`src/rtl/hitbox_collision_unit.sv`:
```
// Multi-obstacle AABB collision detector: damage pulse, invulnerability window, hit stats.
// Optional immunity blink output enabled by defining COLLISION_BLINK_EN.
module hitbox_collision_unit #(
    parameter int N_OBST        = 4,
    parameter int PLAYER_W      = 16,
    parameter int PLAYER_H      = 16,
    parameter int OBST_W        = 16,
    parameter int OBST_H        = 16,
    parameter int IMMUNE_CYCLES = 108000000,
    parameter int CNT_W         = 28,
    parameter int BLINK_SHIFT   = 22
) (
    input  logic                  pclk,
    input  logic                  rst,
    input  logic                  enable_in,
    input  logic [12*N_OBST-1:0]  obstacle_x_in,
    input  logic [12*N_OBST-1:0]  obstacle_y_in,
    input  logic [N_OBST-1:0]     obstacle_valid_in,
    input  logic [11:0]           mouse_x_in,
    input  logic [11:0]           mouse_y_in,
    output logic                  damage_out,
    output logic                  immune_out,
    output logic [3:0]            hit_id_out,
    output logic [7:0]            hit_count_out,
    output logic                  blink_out
);

    localparam logic [12:0]      PLAYER_W13 = 13'(PLAYER_W);
    localparam logic [12:0]      PLAYER_H13 = 13'(PLAYER_H);
    localparam logic [12:0]      OBST_W13   = 13'(OBST_W);
    localparam logic [12:0]      OBST_H13   = 13'(OBST_H);
    localparam logic [CNT_W-1:0] CNT_LAST   = CNT_W'(IMMUNE_CYCLES - 1);

    if (BLINK_SHIFT >= CNT_W) begin : g_bad_blink_shift
        $error("BLINK_SHIFT must index a bit of the immunity counter");
    end

    typedef enum logic [1:0] {IDLE, CHECK, IMMUNE} state_t;

    // Stage 1: input registers
    logic                 enable_q;
    logic [12*N_OBST-1:0] obst_x_q;
    logic [12*N_OBST-1:0] obst_y_q;
    logic [N_OBST-1:0]    obst_v_q;
    logic [11:0]          mouse_x_q;
    logic [11:0]          mouse_y_q;

    // NOTE: every register uses non-blocking assignment so all stages sample pre-edge values.
    always_ff @(posedge pclk) begin
        if (rst) begin
            enable_q  <= 1'b0;
            obst_x_q  <= '0;
            obst_y_q  <= '0;
            obst_v_q  <= '0;
            mouse_x_q <= '0;
            mouse_y_q <= '0;
        end else begin
            enable_q  <= enable_in;
            obst_x_q  <= obstacle_x_in;
            obst_y_q  <= obstacle_y_in;
            obst_v_q  <= obstacle_valid_in;
            mouse_x_q <= mouse_x_in;
            mouse_y_q <= mouse_y_in;
        end
    end

    // Stage 2: per-channel overlap, sums widened to 13 bits so edge-of-screen boxes cannot wrap
    logic [12:0]       px;
    logic [12:0]       py;
    logic [N_OBST-1:0] overlap_d;
    logic [N_OBST-1:0] overlap_q;

    assign px = {1'b0, mouse_x_q};
    assign py = {1'b0, mouse_y_q};

    // NOTE: combinational outputs get a default before the loop so no latch is inferred.
    always_comb begin
        overlap_d = '0;
        for (int i = 0; i < N_OBST; i++) begin
            overlap_d[i] = obst_v_q[i]
                && (px < {1'b0, obst_x_q[12*i +: 12]} + OBST_W13)
                && ({1'b0, obst_x_q[12*i +: 12]} < px + PLAYER_W13)
                && (py < {1'b0, obst_y_q[12*i +: 12]} + OBST_H13)
                && ({1'b0, obst_y_q[12*i +: 12]} < py + PLAYER_H13);
        end
    end

    always_ff @(posedge pclk) begin
        if (rst) overlap_q <= '0;
        else     overlap_q <= overlap_d;
    end

    // Lowest set index wins on simultaneous contact
    logic [3:0] first_id;
    logic       any_hit;

    always_comb begin
        first_id = '0;
        for (int i = N_OBST - 1; i >= 0; i--) begin
            if (overlap_q[i]) first_id = 4'(i);
        end
    end

    assign any_hit = |overlap_q;

    // Stage 3: control FSM with registered outputs
    state_t           state;
    logic [CNT_W-1:0] counter;

    always_ff @(posedge pclk) begin
        if (rst) begin
            state         <= IDLE;
            counter       <= '0;
            damage_out    <= 1'b0;
            immune_out    <= 1'b0;
            hit_id_out    <= '0;
            hit_count_out <= '0;
`ifdef COLLISION_BLINK_EN
            blink_out     <= 1'b0;
`endif
        end else begin
            damage_out <= 1'b0;
            case (state)
                IDLE: begin
                    counter    <= '0;
                    immune_out <= 1'b0;
`ifdef COLLISION_BLINK_EN
                    blink_out  <= 1'b0;
`endif
                    if (enable_q) state <= CHECK;
                end
                CHECK: begin
                    if (!enable_q) begin
                        state <= IDLE;
                    end else if (any_hit) begin
                        damage_out <= 1'b1;
                        hit_id_out <= first_id;
                        if (hit_count_out != 8'hFF) hit_count_out <= hit_count_out + 8'd1;
                        counter    <= '0;
                        immune_out <= 1'b1;
`ifdef COLLISION_BLINK_EN
                        blink_out  <= 1'b1;
`endif
                        state      <= IMMUNE;
                    end
                end
                IMMUNE: begin
                    if (!enable_q || counter == CNT_LAST) begin
                        counter    <= '0;
                        immune_out <= 1'b0;
`ifdef COLLISION_BLINK_EN
                        blink_out  <= 1'b0;
`endif
                        state      <= enable_q ? CHECK : IDLE;
                    end else begin
                        counter   <= counter + 1'b1;
`ifdef COLLISION_BLINK_EN
                        // Blink phase follows the post-increment counter so entry starts high
                        blink_out <= ~(counter + 1'b1) >> BLINK_SHIFT;
`endif
                    end
                end
                default: state <= IDLE;
            endcase
        end
    end

`ifndef COLLISION_BLINK_EN
    assign blink_out = 1'b0;
`endif

endmodule

```
`config.mk`:
```
export PLATFORM = sky130hd
export DESIGN_NAME = hitbox_collision_unit
export DESIGN_NICKNAME = d
export VERILOG_FILES = /design/src/rtl/hitbox_collision_unit.sv
export SDC_FILE = /design/constraint.sdc
export NUM_CORES = 1
export LEC_CHECK = 0
export CAP_MARGIN = 20
export CORE_ASPECT_RATIO = 0.75
export CORE_MARGIN = 4
export CORE_UTILIZATION = 51
export DETAILED_ROUTE_END_ITERATION = 8
export PLACE_DENSITY = 0.83
export RECOVER_POWER = 100
export SETUP_SLACK_MARGIN = 0.5
export SYNTH_ARGS = -nofsm -noshare
export SYNTH_HDL_FRONTEND = slang
export SYNTH_SLANG_ARGS = --single-unit
export TNS_END_PERCENT = 30
```
`constraint.sdc`:
```
create_clock -name pclk -period 2.7 [get_ports pclk]
set_input_delay 0.675 -clock pclk [delete_from_list [all_inputs] [get_ports pclk]]
set_output_delay 0.675 -clock pclk [all_outputs]
set_load 0.1 [all_outputs]
```
==> results.txt, run 1 <==
- Input and output buffers added on the ports amount to 138.
* Count of flip-flops with a built-in enable after synthesis: 0
- Number of nets with antenna violations after routing: 0
- Max-cap violations in this run came to 0.
* Peak supply drop: between 0.0004 and 0.0005 V
* GRT Resource Usage Total: 23.1%
* Transition at the pin with the smallest max-transition slack: 1.19 ns
- The smallest clock period supported by the final layout is computed as between 2 and 3 ns.
* Combined area of the multi-input logic cells: 6940 um2
- CP Launch Type: flip-flop
- The cell sitting at the root of the clock tree is a clkbuf_16.
- Overall via count from detail_route: 8865
* Maximum operating frequency: 399 MHz
* Layout filler cell count: 1550
- Max-slew violation total from the final report: 0
- Die Span Y: 132 um
- Vias in the first global route: 8643
* Core area: 19700 um2
* H-tree levels: 4
- Buffer levels on the longest clock path: 2
- Cell with the most instances after synthesis: ha_1
- Final hold viol count: 0
- In the synthesized netlist the dominant register cell turns out to be dfxtp_1.
- TritonCTS built the clock tree.
- DIE WIDTH: 173 um
- Dividing total power by cell area gives a power density of 488 nW/um2.
- Number of register bits inferred by synthesis: 171
* Register Area: 3470 um2
- 142 I/O pins were placed.
- After detailed routing, the number of remaining DRC violations is 0.
- Share of the synthesized area in the top cell type: 32.9%
* Estimated wirelength of the detail-placed design: 20.9 mm
- Cells fill 66.7% of the core in the end.
- Clock-pin slew of the registers on the worst-case setup and hold paths: 0.07 ns
- After global routing the overflow that remains totals 0.
* Mean instance size in the synthesized netlist: between 9 and 10 um2
* Total power consumption of the routed design: roughly 6.4 mW
- Kind of critical path: reg -> reg
* Arrival time at the worst endpoint: around 2.9 ns
- For this run, the register share of the synthesized area comes to 32.9%.
- Endpoint class of the critical path: flip-flop
- The die covers between 20000 and 25000 um2.
- Setup violations remaining at the end of the flow were counted as 0.
- In the final design database the tool counted 1622 nets.
- Async SR Flop Fraction: 0%
- Total iterations of the first detailed-routing run: 5
- The number of antenna violations at the first check in global routing is 1.
- For the worst-skew pair, the clock arrives at the later sink with an insertion delay of 0.44 ns.
- Final setup skew: 0.00811 ns
- Cells with a size suffix above 1 make up 11.4% of the layout.
* Number of buffers created by CTS: 17
- Unrepaired setup endpoints after global routing: true
* Overall routed net length: 27.3 mm
* Synth cell count leaders: 180 x ha_1, 171 x dfxtp_1, 137 x nor2b_1, 73 x nor2_1, 72 x a21oi_1
* Req. time, crit path: between 3 and 4 ns
- Entering global routing, the biggest net connects 59 pins.
- First-pass GRT wire length: 43.1 mm
* Routed wire length per instance: 17.3 um
- Gate count of the mapped netlist: 1137
- Number of warnings printed during yosys synthesis: 0
* Share of the clock period used by the worst path after layout: between 90% and 100%
- Total negative setup slack: 0 ns
- Routability-driven placement finished with a final weighted congestion of 0.947.
- The tree built by TritonCTS fans out to roughly 170 sinks.
- Slew headroom: a little over a fifth
- The run finished with clean final reports.
- Violation count after the first detailed-routing iteration: 671
* Synth top area cells: dfxtp_1 33%, ha_1 22%, nor2b_1 8.2%, xor2_1 4.7%, a21oi_1 3.5%
- Highest fanout seen on the critical path: 4
- Vias per cell: around 5.6
- The analysis attributes to cell leakage a power of 5.40 nW.
* Worst hold path class: reg -> reg
* Cell accounting for the most synthesized area: dfxtp_1
* Post-synthesis cell type count: 67
- Buffers inserted to repair hold after CTS numbered 0.
* Effective utilization at floorplan: between 50% and 60%
- After floorplanning, the core was divided into 44 placement rows.
- Synthesis-to-finish area growth: 26.1%
- Synthesized cell area: about 10000 um2
state kept, by name, summed over array words and instances, names as in the netlist:
register	cells
obst_x_q	48
mouse_y_q	12
overlap_q	4
enable_q	1
obst_v_q	4
hit_count_out	8
hit_id_out	2
counter	28
mouse_x_q	12
immune_out	1
obst_y_q	48
state	2
damage_out	1
kinds of logic after synthesis:
logic type / Yosys count / share of synthesized area [%]
AOI/OAI and AO/OA: 179 / 11.1
xor gates and xnor gates: 89 / 7.48
adders and majority gates: 180 / 21.6
buffers and inverters: 76 / 3.03
DFF: 171 / 32.9
muxes: 1 / 0.0961
other: 1 / 0.0360
and+or+nand+nor: 440 / 23.7
stage by stage:
step	cell area [um2]	hold slack (ns)	setup WS, ns	cells
after floorplan	10500	0.449	0.447	1139
after global placement	12300	0.439	0.250	1533
after detailed placement	12300	0.444	0.170	1533
after CTS	12900	0.454	0.239	1569
after global routing	13100	0.497	0.0663	1582
final	13100	0.455	0.191	1582
placed cells by master (no fill, tap or decap), types with 18 or more instances in the layout:
cell and instances:
xor2_1 48, a21o_1 26, nand4_1 30, o21ai_0 29
ha_1 173, clkdlybuf4s50_1 100, nand3_1 62, a21oi_1 67
xnor2_1 31, nor2_1 72, nand2_1 52, dlygate4sd3_1 25
dfxtp_1 148, inv_1 55, nor2b_1 137, buf_4 29
clkbuf_16 18
power by group:
part           internal, mW  switching [mW]  total [mW]
logic                 0.564           0.540        1.10
registers              2.63           0.141        2.77
clock network          1.43            1.11        2.54
total                  4.62            1.79        6.41
area by class of cell:
| type | count | area share, % |
|---|---|---|
| multi-input cells | 892 | 52.8 |
| clock inverters | 14 | 1.15 |
| inverters | 55 | 1.57 |
| well taps | 253 | 2.41 |
| repair buffers | 178 | 12.2 |
| clock buffers | 18 | 3.43 |
| flip-flops and latches | 171 | 26.4 |
| diodes | 1 | 0.0190 |
layer usage:
metal  share of wire [%]  wire length [um]  up-vias  GRT usage (%)
met5                   0                 0        -              0
met4                 2.6               705        0           7.27
met3                 8.3              2260       68           4.79
met2                  43             11700      374           35.9
met1                  46             12700     4064           32.4
li1                    -                 -     4359              -
final timing paths:
kind / start / endpoint / slack (ns) / cells past startpoint
setup / recovery: mouse_x_q[4]$_SDFF_PP0_ / overlap_q[1]$_SDFF_PP0_ / 0.19 / 11
hold / removal: immune_out$_SDFFE_PP0P_ / immune_out$_SDFFE_PP0P_ / 0.45 / 2
setup reg to reg: mouse_x_q[4]$_SDFF_PP0_ / overlap_q[1]$_SDFF_PP0_ / 0.19 / 11
hold reg to reg: immune_out$_SDFFE_PP0P_ / immune_out$_SDFFE_PP0P_ / 0.45 / 2
timing repair:
item / CTS / global route
setup buffers: 4 / 12
endpoints found under the setup margin: 4 / 26
gates resized for setup: 9 / 45
pin swaps: 2 / 17
critical path, stage by stage (launching register included):
cell and delay, ns:
dfxtp_4 0.38, ha_4 0.13, and3_4 0.23, nand3_4 0.11
xor2_4 0.29, ha_4 0.26, a21o_1 0.16, a21oi_2 0.14
o22ai_2 0.08, a2111oi_2 0.20, o311ai_0 0.21, nor4b_2 0.23
Power figures use the tool's default switching activity.
==> run 2, diff against run 1 <==
- CAP_MARGIN: 20 -> 30
==> results of run 2 <==
Final layout, timing and power as in run 1 (identical DEF).
==> run 3, diff against run 2 <==
- CORE_UTILIZATION: 51 -> 52
- CTS_BUF_LIST: not set -> sky130_fd_sc_hd__clkbuf_4
- PLACE_DENSITY: 0.83 -> 0.84
==> run 3 against run 2 <==
Net effect:
- combinational power barely moved
- first-iteration DRC count up 0.89%
- worst hold slack better by 0.030 ns
- largest power group unchanged
- largest cell class unchanged
- via count up 0.73%
- cell count is 0.25% higher
- critical path depth is 2 lower
- global-route usage grew 0.44 points
==> results.txt, run 3 (synthesis results as in run 1) <==
- Run status: finished, final reports clean (unchanged).
- Global Route met3 Usage: 4.45% (was 4.79%)
- Estimated wirelength of the detail-placed design: 21.2 mm (was 20.9 mm)
- CP Launch Type: flip-flop (unchanged)
- Cells on Worst Hold Path: 2 (unchanged)
- The number of top-level pins is 142 (unchanged).
- Total overflow reported by the global router: 0 (unchanged)
- Final hold viol count: 0 (unchanged)
- The master cell of the clock root buffer is clkbuf_4 (was clkbuf_16).
- Utilization after layout: 65.8% (was 66.7%)
* Worst hold path class: reg -> reg (unchanged)
- The met2 capacity usage during global routing is 36.6% (was 35.9%).
* Peak supply drop: 0.000230 V (was 0.000440 V)
- Overall via count from detail_route: 8930 (was 8865)
- The CTS clock-pin slew for the worst setup and hold paths came to 0.16 ns (was 0.07 ns).
- DIE WIDTH: 171 um (was 173 um)
* R2R Setup Slk: 0.21 ns (was 0.19 ns)
- The proportion of layout cells with a drive suffix above 1 is 11.9% (was 11.4%).
* Kind of critical path: reg -> reg (unchanged)
* Power per cell area: 412 nW/um2 (was 488 nW/um2)
* GRT Resource Usage Total: 23.6% (was 23.1%)
- Endpoint class of the critical path: flip-flop (unchanged)
- Worst reg-to-reg path cell count: 9 (was 11)
- The largest net degree at the start of global routing came to 56 (was 59).
- The area of the core is 19500 um2 (was 19700 um2).
- The post-route DRC violation count is 0 (unchanged).
* Final Net Count: 1626 (was 1622)
- Fraction of met1 tracks used by global routing: 33.4% (was 32.4%)
* Final setup skew: 0.0232 ns (was 0.00811 ns)
* Worst flop-to-flop path endpoint: overlap_q[1]$_SDFF_PP0_ (unchanged)
- Unrepaired setup endpoints after global routing: true (unchanged)
- Buffer levels on the longest clock path: 2 (unchanged)
- Maximum operating frequency: 402 MHz (was 399 MHz)
* Capturing element of the worst setup path: overlap_q[1]$_SDFF_PP0_ (unchanged)
- The first-pass GRT wire length came to 42.4 mm (was 43.1 mm).
* Effective utilization at floorplan: 53.5% (was 52.9%)
- Number of nets with antenna violations after routing: 0 (unchanged)
- Most common cell after layout, fill and taps aside: ha_1 (unchanged)
- Worst r2r src: mouse_x_q[5]$_SDFF_PP0_ (was mouse_x_q[4]$_SDFF_PP0_)
- The time the worst path needs with I/O delays and setup came to 2.49 ns (was 2.51 ns).
- The worst max-slew margin expressed relative to the limit came to 14.2% (was 21.2%).
- Clock tree from TritonCTS: yes (unchanged)
- Violation count after the first detailed-routing iteration: 677 (was 671)
- The total negative slack came to 0 ns (unchanged).
- Clock latency reported for the late side of the worst-skew pair: 0.60 ns (was 0.44 ns)
* Highest fanout seen on the critical path: 4 (unchanged)
* Arrival time at the worst endpoint: 3.02 ns (was 2.86 ns)
- Floorplan row count: 44 (unchanged)
* Max-cap violations: 0 (unchanged)
* H-tree levels: 4 (unchanged)
- The total detailed-routing wirelength is 27.0 mm (was 27.3 mm).
- Req. time, crit path: 3.23 ns (was 3.05 ns)
- The static power due to leakage came to 5.27 nW (was 5.40 nW).
* Total iterations of the first detailed-routing run: 5 (unchanged)
* Share of the clock period used by the worst path after layout: 92.2% (was 92.9%)
* Placer's final routability congestion estimate: 0.949 (was 0.947)
- Leading registers by flop count: obst_x_q x48, obst_y_q x48, counter x28 (unchanged)
- Number of sinks driven by the clock tree: 171 (unchanged)
- Vias in the first global route: 8500 (was 8643)
* Crit path launch: mouse_x_q[5]$_SDFF_PP0_ (was mouse_x_q[4]$_SDFF_PP0_)
- The count of port buffers added during placement is 138 (unchanged).
- The area added between synthesis and finish came to 23.1% (was 26.1%).
- The max-slew violation count is 0 (unchanged).
- Final number of setup-violating endpoints: 0 (unchanged)
* Leading cell types in the layout, fill and taps excluded: 173 x ha_1, 146 x dfxtp_1, 137 x nor2b_1, 125 x clkdlybuf4s50_1, 72 x nor2_1 (was 173 x ha_1, 148 x dfxtp_1, 137 x nor2b_1, 100 x clkdlybuf4s50_1, 72 x nor2_1)
* Die area: 22400 um2 (was 22800 um2)
- The average wire length per cell after detail routing is 17.0 um (was 17.3 um).
- Die Span Y: 131 um (was 132 um)
- Busiest layer in global routing: met2 (unchanged)
- The pin slew with the least headroom to its limit is 1.29 ns (was 1.19 ns).
- The number of antenna violations at the first check in global routing came to 0 (was 1).
- Vias per cell: 5.63 (was 5.60)
- Number of buffers created by CTS: 17 (unchanged)
[run 3: area by class of cell]
class,instances,area (um2)
well taps,253,317
flip-flops and latches,171,3480
inverters,55,206
clock buffers,18,135
multi-input cells,892,6930
repair buffers,182,1630
clock inverters,14,121
diodes,1,2.50
fillers,1601,6670
[run 3: routing by layer]
layer	vias to the layer above	wire length, um
met2	379	11800
met3	61	2130
met5	-	0
met4	0	706
li1	4370	-
met1	4120	12300
[run 3: report_power, final]
part / switching, mW / total, mW / leakage, nW / internal, mW
registers: 0.141 / 2.77 / 1.42 / 2.63
clock network: 0.935 / 1.40 / 0.140 / 0.469
logic: 0.537 / 1.11 / 3.71 / 0.570
[run 3: through the flow]
stage	setup WS (ns)	area [um2]	instances	hold slack, ns	power (mW)
4_1_cts	0.283	12600	1571	0.440	5.24
6_report	0.210	12800	1586	0.485	5.28
3_3_place_gp	0.291	12200	1530	0.445	3.80
5_1_grt	0.0758	12800	1585	0.525	5.54
2_1_floorplan	0.447	10500	1139	0.449	3.41
3_5_place_dp	0.126	12200	1530	0.464	3.85
[run 3: worst max-delay path: stages (launching register included)]
cell     delay (ns)
dfxtp_4        0.40
buf_4          0.14
and4_1         0.21
nand2_1        0.11
xor2_2         0.27
ha_1           0.32
nand4_1        0.18
nor4_1         0.09
or4_1          0.44
nor4b_2        0.27
[run 3: worst min-delay path by stage]
stage,from,slack (ns),to
after floorplan,obst_v_q[0]$_SDFF_PP0_,0.45,overlap_q[0]$_SDFF_PP0_
after global placement,immune_out$_SDFFE_PP0P_,0.45,immune_out$_SDFFE_PP0P_
after detailed placement,immune_out$_SDFFE_PP0P_,0.46,immune_out$_SDFFE_PP0P_
after CTS,rst,0.44,overlap_q[1]$_SDFF_PP0_
after global routing,immune_out$_SDFFE_PP0P_,0.52,immune_out$_SDFFE_PP0P_
final,immune_out$_SDFFE_PP0P_,0.48,immune_out$_SDFFE_PP0P_
[run 3: timing repair]
action,4_1_cts,5_1_grt
hold buffers,0,0
gates resized for setup,17,39
buffers inserted,9,14
setup endpoints to repair,4,25
pin swaps,0,17
